--- config.mk ---
export PLATFORM = sky130hd
export DESIGN_NAME = card_ctl
export DESIGN_NICKNAME = d
export VERILOG_FILES = /design/src/rtl/card_ctl.sv
export SDC_FILE = /design/constraint.sdc
export NUM_CORES = 1
export LEC_CHECK = 0
export BUFFER_PORTS_ARGS = -buffer_cell sky130_fd_sc_hd__buf_2
export CELL_PAD_IN_SITES_DETAIL_PLACEMENT = 1
export CELL_PAD_IN_SITES_GLOBAL_PLACEMENT = 1
export CORE_ASPECT_RATIO = 0.8
export CORE_MARGIN = 2
export CORE_UTILIZATION = 30
export DETAILED_ROUTE_END_ITERATION = 16
export PLACE_DENSITY = 0.65
export SYNTH_ARGS = -nofsm -noshare
export SYNTH_HDL_FRONTEND = slang
export SYNTH_SLANG_ARGS = --single-unit
export TNS_END_PERCENT = 10
--- constraint.sdc ---
create_clock -name clk -period 5.6 [get_ports clk]
set_input_delay 0 -clock clk [delete_from_list [all_inputs] [get_ports clk]]
set_output_delay 0 -clock clk [all_outputs]
set_load 0.02 [all_outputs]
--- src/rtl/card_ctl.sv ---
// Memory-game controller: fills the card register file from the shuffler,
// then turns player clicks into discover / cover / remove writes.
module card_ctl #(
  parameter int SHOW_CYCLES = 65_000_000,
  parameter int CNT_W       = 27
) (
  input  logic        clk,
  input  logic        rst,
  input  logic        start,
  input  logic        click,
  input  logic [3:0]  click_addr,
  input  logic [11:0] init_color,
  output logic [3:0]  init_addr,
  input  logic [13:0] rf_r_data,
  output logic [3:0]  rf_r_address,
  output logic [1:0]  rf_w_enable,
  output logic [3:0]  rf_w_address,
  output logic [13:0] rf_w_data,
  output logic [2:0]  pairs_found,
  output logic [7:0]  moves,
  output logic        game_done,
  output logic        busy
);

  typedef enum logic [3:0] {
    IDLE, INIT, WAIT1, CHK1, WAIT2, CHK2, SHOW, RES1, RES2, DONE
  } state_t;

  localparam logic [1:0] WR_FULL = 2'b01;
  localparam logic [1:0] WR_BITS = 2'b10;

  state_t           state, nxt;
  logic [4:0]       idx;
  logic [3:0]       a1, a2;
  logic [11:0]      c1, c2;
  logic [CNT_W-1:0] cnt;
  logic             covered;
  logic             matched;
  logic [1:0]       resolve;

  function automatic logic playable(input logic [3:0] a);
    return (a != 4'h0) && (a <= 4'hC);
  endfunction

  assign covered = (rf_r_data[1:0] == 2'b01);
  assign matched = (c1 == c2);
  assign resolve = matched ? 2'b00 : 2'b01;

  // Next-state decode; start wins over everything, including a pending resolve.
  always_comb begin
    nxt = state;
    if (start) begin
      nxt = INIT;
    end else begin
      case (state)
        IDLE:  nxt = IDLE;
        INIT:  if (idx[4]) nxt = WAIT1;
        WAIT1: if (click && playable(click_addr)) nxt = CHK1;
        CHK1:  nxt = covered ? WAIT2 : WAIT1;
        WAIT2: if (click && playable(click_addr)) nxt = CHK2;
        CHK2:  nxt = covered ? SHOW : WAIT2;
        SHOW:  if (cnt == '0) nxt = RES1;
        RES1:  nxt = RES2;
        RES2:  nxt = (matched && pairs_found == 3'd5) ? DONE : WAIT1;
        DONE:  nxt = DONE;
        default: nxt = IDLE;
      endcase
    end
  end

  // Writes are registered one cycle after the decision, so each lands in the
  // cycle the state register already reflects the step it belongs to.
  always_ff @(posedge clk or posedge rst) begin
    if (rst) begin
      state        <= IDLE;
      idx          <= '0;
      a1           <= '0;
      a2           <= '0;
      c1           <= '0;
      c2           <= '0;
      cnt          <= '0;
      init_addr    <= '0;
      rf_r_address <= '0;
      rf_w_enable  <= '0;
      rf_w_address <= '0;
      rf_w_data    <= '0;
      pairs_found  <= '0;
      moves        <= '0;
      game_done    <= 1'b0;
      busy         <= 1'b0;
    end else begin
      state       <= nxt;
      busy        <= (nxt == INIT) || (nxt == CHK1) || (nxt == CHK2) ||
                     (nxt == SHOW) || (nxt == RES1) || (nxt == RES2);
      game_done   <= (nxt == DONE);
      rf_w_enable <= 2'b00;
      if (start) begin
        idx         <= '0;
        init_addr   <= '0;
        pairs_found <= '0;
        moves       <= '0;
      end else begin
        case (state)
          INIT: begin
            if (!idx[4]) begin
              rf_w_enable  <= WR_FULL;
              rf_w_address <= idx[3:0];
              rf_w_data    <= playable(idx[3:0]) ? {init_color, 2'b01} : 14'h0;
              idx          <= idx + 5'd1;
              init_addr    <= idx[3:0] + 4'd1;
            end
          end
          WAIT1: begin
            if (click && playable(click_addr)) begin
              rf_r_address <= click_addr;
              a1           <= click_addr;
            end
          end
          CHK1: begin
            if (covered) begin
              rf_w_enable  <= WR_BITS;
              rf_w_address <= a1;
              rf_w_data    <= {rf_r_data[13:2], 2'b11};
              c1           <= rf_r_data[13:2];
            end
          end
          WAIT2: begin
            if (click && playable(click_addr)) begin
              rf_r_address <= click_addr;
              a2           <= click_addr;
            end
          end
          CHK2: begin
            if (covered) begin
              rf_w_enable  <= WR_BITS;
              rf_w_address <= a2;
              rf_w_data    <= {rf_r_data[13:2], 2'b11};
              c2           <= rf_r_data[13:2];
              cnt          <= CNT_W'(SHOW_CYCLES - 1);
              if (moves != 8'hFF) moves <= moves + 8'd1;
            end
          end
          SHOW: begin
            if (cnt != '0) begin
              cnt <= cnt - 1'b1;
            end else begin
              rf_w_enable  <= WR_BITS;
              rf_w_address <= a1;
              rf_w_data    <= {12'h0, resolve};
            end
          end
          RES1: begin
            rf_w_enable  <= WR_BITS;
            rf_w_address <= a2;
            rf_w_data    <= {12'h0, resolve};
          end
          RES2: begin
            if (matched) pairs_found <= pairs_found + 3'd1;
          end
          default: ;
        endcase
      end
    end
  end

endmodule
==> impl_metrics.sql, run 1 <==
INSERT INTO impl_metrics (metric_group, metric, value, unit) VALUES
('drt', 'drt_first_iter_violations', '191', ''),
('power', 'seq_power_share', '0.499', ''),
('synth', 'yosysSeqAreaShare', '0.4855', ''),
('synth', 'synth_enable_flop_cells', '0', ''),
('drt', 'route.detailed.vias_per_inst', '5.095', ''),
('die', 'core_area', '18220', 'um2'),
('power', 'power.switching', '0.0004530', 'W'),
('critical_path', 'critical-path-max-stage-delay', '0.78', 'ns'),
('power', 'power_switching_share', '0.2680', ''),
('critical_path', 'crit_path_top_delay_cell', 'dfrtp_1', ''),
('clock_network', 'insertion_delay', '0.36', 'ns'),
('global_routing', 'grt_first_pass_wirelength', '25680', 'um'),
('status', 'status', 'finished, final reports clean', ''),
('power', 'power.ir.vdd_worst', '0.0001364', 'V'),
('timing', 'final_critical_path_setup_slack', '2.479', 'ns'),
('die', 'die_x', '157.0', 'um'),
('power', 'part_of_the_total_power_dissipated_in_the_clock_network', '0.378', ''),
('synth', 'ys_seq_elements', '109', ''),
('place', 'setup_ws_pre_cts', '2.443', 'ns'),
('critical_path', 'critPathMaxFanout', '22', ''),
('place', 'placed_area', '6201', 'um2'),
('critical_path', 'ff_to_ff_setup_slack', '2.48', 'ns'),
('place', 'portBuffers', '74', ''),
('die', 'die_area', '19840', 'um2'),
('global_routing', 'global_route.overflow_total', '0', ''),
('clock_network', 'cts.htree.levels', '3', ''),
('synth', 'synth.cell_area', '5618', 'um2'),
('timing', 'grt_setup_unrepaired', 'false', ''),
('clock_network', 'cts.hold.buffers_added', '26', ''),
('drt', 'dr_total_vias', '4555', ''),
('synth', 'synthCells', '554', ''),
('global_routing', 'first_global_vias', '4969', ''),
('critical_path', 'crit_path_max_delay_family', 'simple AND/OR/NAND/NOR gates', ''),
('layout', 'postLayoutCoreUtil', '0.3707', ''),
('layout', 'antenna_cells_inserted', '0', ''),
('drt', 'wire_per_inst', '16.97', 'um'),
('place', 'dp.final_hpwl', '10500', 'um'),
('drt', 'drc', '0', ''),
('layout', 'final_layout_size_suffix_gt1_frac', '0.2418', ''),
('drt', 'first_pass_iters', '4', ''),
('die', 'die-height', '126.4', 'um'),
('die', 'top_ports', '75', ''),
('place', 'routability_congestion_estimate', '0.7765', ''),
('clock_network', 'cts.root.buffer_cell', 'clkbuf_16', ''),
('timing', 'timing.final.crit_period', '3.121', 'ns'),
('clock_network', 'gates_resized_cts_repair', '0', ''),
('layout', 'layout-area-overhead-vs-synth', '20.25', '%'),
('power', 'power_leakage', '3.312', 'nW'),
('synth', 'postSynth.asyncResetShare', '1.000', ''),
('min_path', 'min_path_type', 'in -> reg', ''),
('timing', 'final_hold_viol_count', '0', ''),
('synth', 'ys_dominant_reg_cell', 'dfrtp_1', ''),
('die', 'placement_rows', '44', ''),
('drt', 'postRouteWirelength', '15170', 'um'),
('clock_network', 'cts.sink_count', '109', ''),
('synth', 'synthesis.nets', '595', ''),
('layout', 'finished_cell_area', '6755', 'um2'),
('synth', 'post_synth.cell_area_avg', '10.14', 'um2'),
('die', 'start_util', '0.3083', ''),
('clock_network', 'cts.clk_slew.worst_paths', '0.08', 'ns'),
('critical_path', 'crit_path_cell_chain', 'nor4bb_1, o21a_1, nand3_1, or4_1, nand3_1', ''),
('critical_path', 'timing.critical_path.to_type', 'register', ''),
('power', 'internal-power', '0.001237', 'W'),
('power', 'power.combinational.fraction', '0.123', ''),
('layout', 'nNetsFinal', '677', ''),
('timing', 'post-route-period-util', '0.5574', ''),
('clock_network', 'clock_tree_from_tritoncts', 'yes', ''),
('layout', 'final_cell_mix', 'dfrtp_1, buf_2, nand2_1, mux2_2, nor2_1', ''),
('critical_path', 'crit_path_frequent_cell', 'nand3_1', ''),
('global_routing', 'gr-usage-all-layers', '0.1627', ''),
('critical_path', 'timing.critical_path.arrival', '3.40', 'ns');
## power by group through the flow
stage	Combinational, W	Clock, W	Sequential, W
2_1_floorplan	0.000101	0	0.000879
3_3_place_gp	0.000189	0	0.000857
3_5_place_dp	0.000197	0	0.000860
4_1_cts	0.000211	0.000660	0.000844
5_1_grt	0.000230	0.000695	0.000850
6_report	0.000208	0.000638	0.000844
## path summary, 6_finish.rpt
check,start,to,cells past startpoint
worst max-delay path,state[0],cnt[14],5
worst min-delay path,init_color[8],rf_w_data[10],3
worst max register to register,state[0],cnt[14],5
worst min register to register,c2[1],c2[1],2
max in group asynchronous,rst,rf_w_data[7],4
min in group asynchronous,rst,a1[1],3
## synth_stat cells, drive strengths merged (7+ instances only)
| master | count | area [um2] |
|---|---|---|
| nand3 | 22 | 110.1 |
| inv | 10 | 37.54 |
| nor4 | 8 | 65.06 |
| ha | 7 | 87.58 |
| a22o | 15 | 131.4 |
| o21ai | 25 | 125.1 |
| o31ai | 12 | 90.09 |
| dfrtp | 109 | 2728 |
| xor2 | 22 | 192.7 |
| nand2 | 60 | 225.2 |
| mux2 | 43 | 484.2 |
| a21oi | 20 | 100.1 |
| buf | 11 | 58.80 |
| nand4 | 13 | 81.33 |
| or4 | 16 | 132.6 |
| clkbuf | 22 | 82.58 |
| or3 | 15 | 96.34 |
| nor2 | 38 | 142.6 |
| nor3 | 14 | 75.07 |
## through the flow
step / instances / power [W]
after floorplan: 554 / 0.0009803
after global placement: 852 / 0.001046
after detailed placement: 852 / 0.001057
after CTS: 894 / 0.001716
after global routing: 894 / 0.001776
final: 894 / 0.001690
## worst reg2reg max path, delay by kind of cell (launching register included)
family	cells	cell delay (ns)
AO/OA/AOI/OAI	1	0.62
flip-flops	1	0.78
AND/OR/NAND/NOR	4	1.66
## state kept, by name, summed over array words and instances, names as in the netlist
signal	flops
c1	12
c2	12
rf_w_address	4
init_addr	4
moves	8
idx	5
a2	4
game_done	1
a1	4
rf_r_address	4
rf_w_enable	2
pairs_found	3
rf_w_data	14
cnt	27
state	4
busy	1
## layer usage
metal | routed length [um] | GRT usage | vias to the layer above
met3 | 614 | 0.03006 | 12
li1 | - | - | 2167
met4 | 206 | 0.03940 | 0
met5 | 0 | 0 | -
met2 | 7253 | 0.2701 | 80
met1 | 7098 | 0.2202 | 2296
## layout make-up
class	instances	area (um2)	area share
timing repair buffer	104	660.6	0.09780
multi-input combinational	402	2716	0.4021
clock buffer	11	252.7	0.03741
tap	253	316.6	0.04686
sequential	109	2728	0.4038
inverter	10	40.04	0.005927
clock inverter	5	41.29	0.006112
## cell families (layout without fill, tap and decap cells)
logic type	Yosys count	count (layout)	synth area share
buffers and inverters	43	130	0.03185
adder cells (fa/ha/maj)	8	8	0.01737
multiplexers	46	46	0.09154
AND/OR/NAND/NOR	229	229	0.2221
AO/OA/AOI/OAI	93	93	0.1111
flip-flops	109	109	0.4855
XOR/XNOR	26	26	0.04053
No activity file was read; power rests on OpenSTA's default activity.
==> run 2, diff against run 1 <==
--- a/config.mk
+++ b/config.mk
@@ -5,6 +5,7 @@
 export SDC_FILE = /design/constraint.sdc
 export NUM_CORES = 1
 export LEC_CHECK = 0
+export ABC_AREA = 1
 export BUFFER_PORTS_ARGS = -buffer_cell sky130_fd_sc_hd__buf_2
 export CELL_PAD_IN_SITES_DETAIL_PLACEMENT = 1
 export CELL_PAD_IN_SITES_GLOBAL_PLACEMENT = 1
@@ -12,7 +13,7 @@
 export CORE_MARGIN = 2
 export CORE_UTILIZATION = 30
 export DETAILED_ROUTE_END_ITERATION = 16
-export PLACE_DENSITY = 0.65
+export PLACE_DENSITY = 0.68
 export SYNTH_ARGS = -nofsm -noshare
 export SYNTH_HDL_FRONTEND = slang
 export SYNTH_SLANG_ARGS = --single-unit
==> constraint.sdc (replaced) <==
create_clock -name clk -period 3.2 [get_ports clk]
set_input_delay 0 -clock clk [delete_from_list [all_inputs] [get_ports clk]]
set_output_delay 0 -clock clk [all_outputs]
set_load 0.02 [all_outputs]
==> run 2 against run 1 <==
Compared with the run above:
- power up 80%
- critical path type unchanged
- highest routed layer unchanged
- via count up 11%
- final cell count up 20%
- cell area up 1.3%
- register-to-register slack worse by 1.9 ns
==> impl_metrics.sql, run 2 <==
INSERT INTO impl_metrics (metric_group, metric, value, unit) VALUES
('synth', 'synthTopCellsByCount', 'nand2_1, dfrtp_1, nor2_1, inv_1, o21ai_0', ''),
('drt', 'detail-route-antenna-nets', '0', ''),
('critical_path', 'required', '3.48', 'ns'),
('clock_network', 'cts.clk_slew.worst_paths', '0.08', 'ns'),
('layout', 'layout-area-overhead-vs-synth', '22.27', '%'),
('synth', 'synth_cell_types', '40', ''),
('timing', 'setup_viol', '0', ''),
('synth', 'synth.top_cells.by_area', 'dfrtp_1, nand2_1, nor2_1', ''),
('critical_path', 'critPathMaxFanout', '13', ''),
('clock_network', 'cts_max_path_buffers', '2', ''),
('place', 'dp_cells', '1029', ''),
('global_routing', 'gr-usage-all-layers', '0.1711', ''),
('min_path', 'min_path_type', 'in -> reg', ''),
('place', 'setup_ws_pre_cts', '0.8686', 'ns'),
('critical_path', 'ff_to_ff_setup_slack', '0.62', 'ns'),
('critical_path', 'rr_startpoint', 'state[3]', ''),
('synth', 'post_synth.cell_area_avg', '7.859', 'um2'),
('layout', 'final_cell_mix', 'nand2_1, dfrtp_1, nor2_1, inv_1, buf_2', ''),
('timing', 'setup_total_negative_slack', '0', 'ns'),
('clock_network', 'cts.sink_count', '109', ''),
('critical_path', 'startpoint', 'state[3]', ''),
('layout', 'largest_register_ffs', '27', ''),
('critical_path', 'rr_worst_depth', '9', ''),
('clock_network', 'cts.root.buffer_cell', 'clkbuf_16', ''),
('timing', 'final_critical_path_setup_slack', '0.6248', 'ns'),
('job', 'maxCapViolations', '0', ''),
('critical_path', 'setup.worst_path.end', 'rf_w_data[13]', ''),
('synth', 'ys_seq_elements', '109', ''),
('critical_path', 'critPathKind', 'reg -> reg', ''),
('drt', 'drc', '0', ''),
('global_routing', 'first_global_vias', '5217', ''),
('drt', 'route.detailed.vias_per_inst', '4.703', ''),
('synth', 'postSynth.asyncResetShare', '1.000', ''),
('synth', 'synthCells', '712', ''),
('timing', 'timing_worst_slew_pin_value', '0.9359', 'ns'),
('die', 'die_area', '19770', 'um2'),
('power', 'power_leakage', '3.350', 'nW'),
('global_routing', 'antenna_found_initial', '0', ''),
('synth', 'synth_area_leader_cell', 'dfrtp_1', ''),
('clock_network', 'setup_repair_bufs_after_cts', '0', ''),
('layout', 'layout_commonest_cell', 'nand2_1', ''),
('synth', 'yosysSeqAreaShare', '0.4875', ''),
('place', 'dp.final_hpwl', '11600', 'um'),
('drt', 'wire_per_inst', '14.97', 'um'),
('timing', 'timing.fmax', '388.3', 'MHz'),
('synth', 'synthesis.nets', '753', ''),
('power', 'power_per_cell_area', '445.3', 'nW/um2'),
('layout', 'fin_cells', '1077', ''),
('layout', 'antenna_cells_inserted', '0', ''),
('die', 'top_ports', '75', ''),
('global_routing', 'grt_max_degree', '71', ''),
('critical_path', 'worstSetupStartpointType', 'register', ''),
('clock_network', 'cts_made_buffers', '9', ''),
('timing', 'grt_setup_unrepaired', 'false', ''),
('critical_path', 'timing.critical_path.to_type', 'register', ''),
('synth', 'synth_top_area_share', '0.4875', ''),
('global_routing', 'global_route.overflow_total', '0', ''),
('timing', 'final_hold_viol_count', '0', ''),
('drt', 'postRouteWirelength', '16120', 'um'),
('drt', 'first_pass_iters', '4', ''),
('synth', 'ys_dominant_reg_cell', 'dfrtp_1', ''),
('synth', 'synth.cell_area', '5595', 'um2'),
('critical_path', 'timing.critical_path.arrival', '2.86', 'ns'),
('timing', 'final_max_slew_viol_count', '0', ''),
('layout', 'nNetsFinal', '861', ''),
('power', 'totalPowerFinal', '0.003047', 'W'),
('clock_network', 'insertion_delay', '0.36', 'ns'),
('global_routing', 'grt_first_pass_wirelength', '26910', 'um'),
('die', 'die_x', '156.7', 'um'),
('die', 'start_util', '0.3071', ''),
('die', 'core_area', '18220', 'um2'),
('power', 'power.ir.vdd_worst', '0.0002469', 'V'),
('timing', 'timing.final.crit_period', '2.575', 'ns'),
('drt', 'dr_total_vias', '5065', ''),
('die', 'die-height', '126.2', 'um'),
('drt', 'drt_first_iter_violations', '293', ''),
('place', 'routability_congestion_estimate', '0.8460', ''),
('synth', 'synth_enable_flop_cells', '0', ''),
('layout', 'postLayoutCoreUtil', '0.3754', ''),
('critical_path', 'regToRegEndpoint', 'rf_w_data[13]', ''),
('layout', 'multi_input_area', '2439', 'um2'),
('status', 'status', 'finished, final reports clean', ''),
('synth', 'synth.yosys.warnings', '0', ''),
('timing', 'fin_worst_skew', '0.009703', 'ns'),
('clock_network', 'clock_tree_from_tritoncts', 'yes', ''),
('timing', 'maxSlewHeadroom', '0.3761', ''),
('layout', 'final_layout_size_suffix_gt1_frac', '0.1420', ''),
('synth', 'post-synth-top-count-cell', 'nand2_1', ''),
('place', 'portBuffers', '74', ''),
('layout', 'filler_cell_count', '2257', ''),
('layout', 'reg_top3', 'cnt (27), rf_w_data (14)', ''),
('timing', 'post-route-period-util', '0.8047', ''),
('die', 'placement_rows', '44', ''),
('clock_network', 'cts.htree.levels', '3', ''),
('layout', 'register_area', '2728', 'um2'),
('layout', 'largest_register', 'cnt', '');
## run 2: how the worst min path moves through the flow
stage	startpoint	end	slack (ns)	cells after the start
2_1_floorplan	rf_r_data[2]	c2[0]	0.16	2
3_3_place_gp	rst	cnt[20]	0.26	2
3_5_place_dp	rst	cnt[19]	0.26	2
4_1_cts	start	idx[4]	0.02	2
5_1_grt	start	idx[4]	0.04	2
6_report	start	idx[4]	0.03	2
## run 2: critical path: stages, from the launching register on
cell	delay, ns
dfrtp_1	0.43
inv_2	0.10
nand3_2	0.13
nor2_1	0.10
nor2_1	0.26
o2111ai_1	0.17
inv_1	0.41
a22oi_1	0.15
dlygate4sd3_1	0.61
o21ai_0	0.14
## run 2: through the flow
stage	area, um2	hold slack [ns]
after CTS	6842	0.01742
final	6842	0.02725
after detailed placement	6237	0.2627
after global routing	6842	0.03504
after floorplan	5595	0.1609
after global placement	6237	0.2633
## run 2: timing repair
item | 4_1_cts | 5_1_grt
hold buffers | 33 | 0
hold endpoints to repair | 115 | 0
resized for setup | 0 | 0
## run 2: kinds of logic after synthesis
| kind of cell | share of synthesized area |
|---|---|
| adders and majority gates | 0.01565 |
| and+or+nand+nor | 0.2569 |
| DFF | 0.4875 |
| AOI/OAI and AO/OA | 0.1304 |
| buffers and inverters | 0.07670 |
| xor gates and xnor gates | 0.03287 |
## run 2: cell type report
class / count / share of cell area
tap: 253 / 0.04627
inverter: 89 / 0.04956
sequential: 109 / 0.3987
clock buffer: 9 / 0.03292
timing repair buffer: 113 / 0.1090
clock inverter: 6 / 0.007132
multi-input combinational: 498 / 0.3564
## run 2: where the power goes
part / switching (W) / internal (W)
Combinational: 0.000295 / 0.000163
Sequential: 0.0000579 / 0.00146
Clock: 0.000541 / 0.000533
## run 2: routing by layer
layer / part of all wire / global-route usage / up-vias / wire [um]
met5: 0 / 0 / - / 0
met4: 0.0056 / 0.03400 / 0 / 91
met3: 0.043 / 0.03716 / 8 / 694
met2: 0.44 / 0.2685 / 92 / 7141
met1: 0.51 / 0.2442 / 2459 / 8194
li1: - / - / 2506 / -
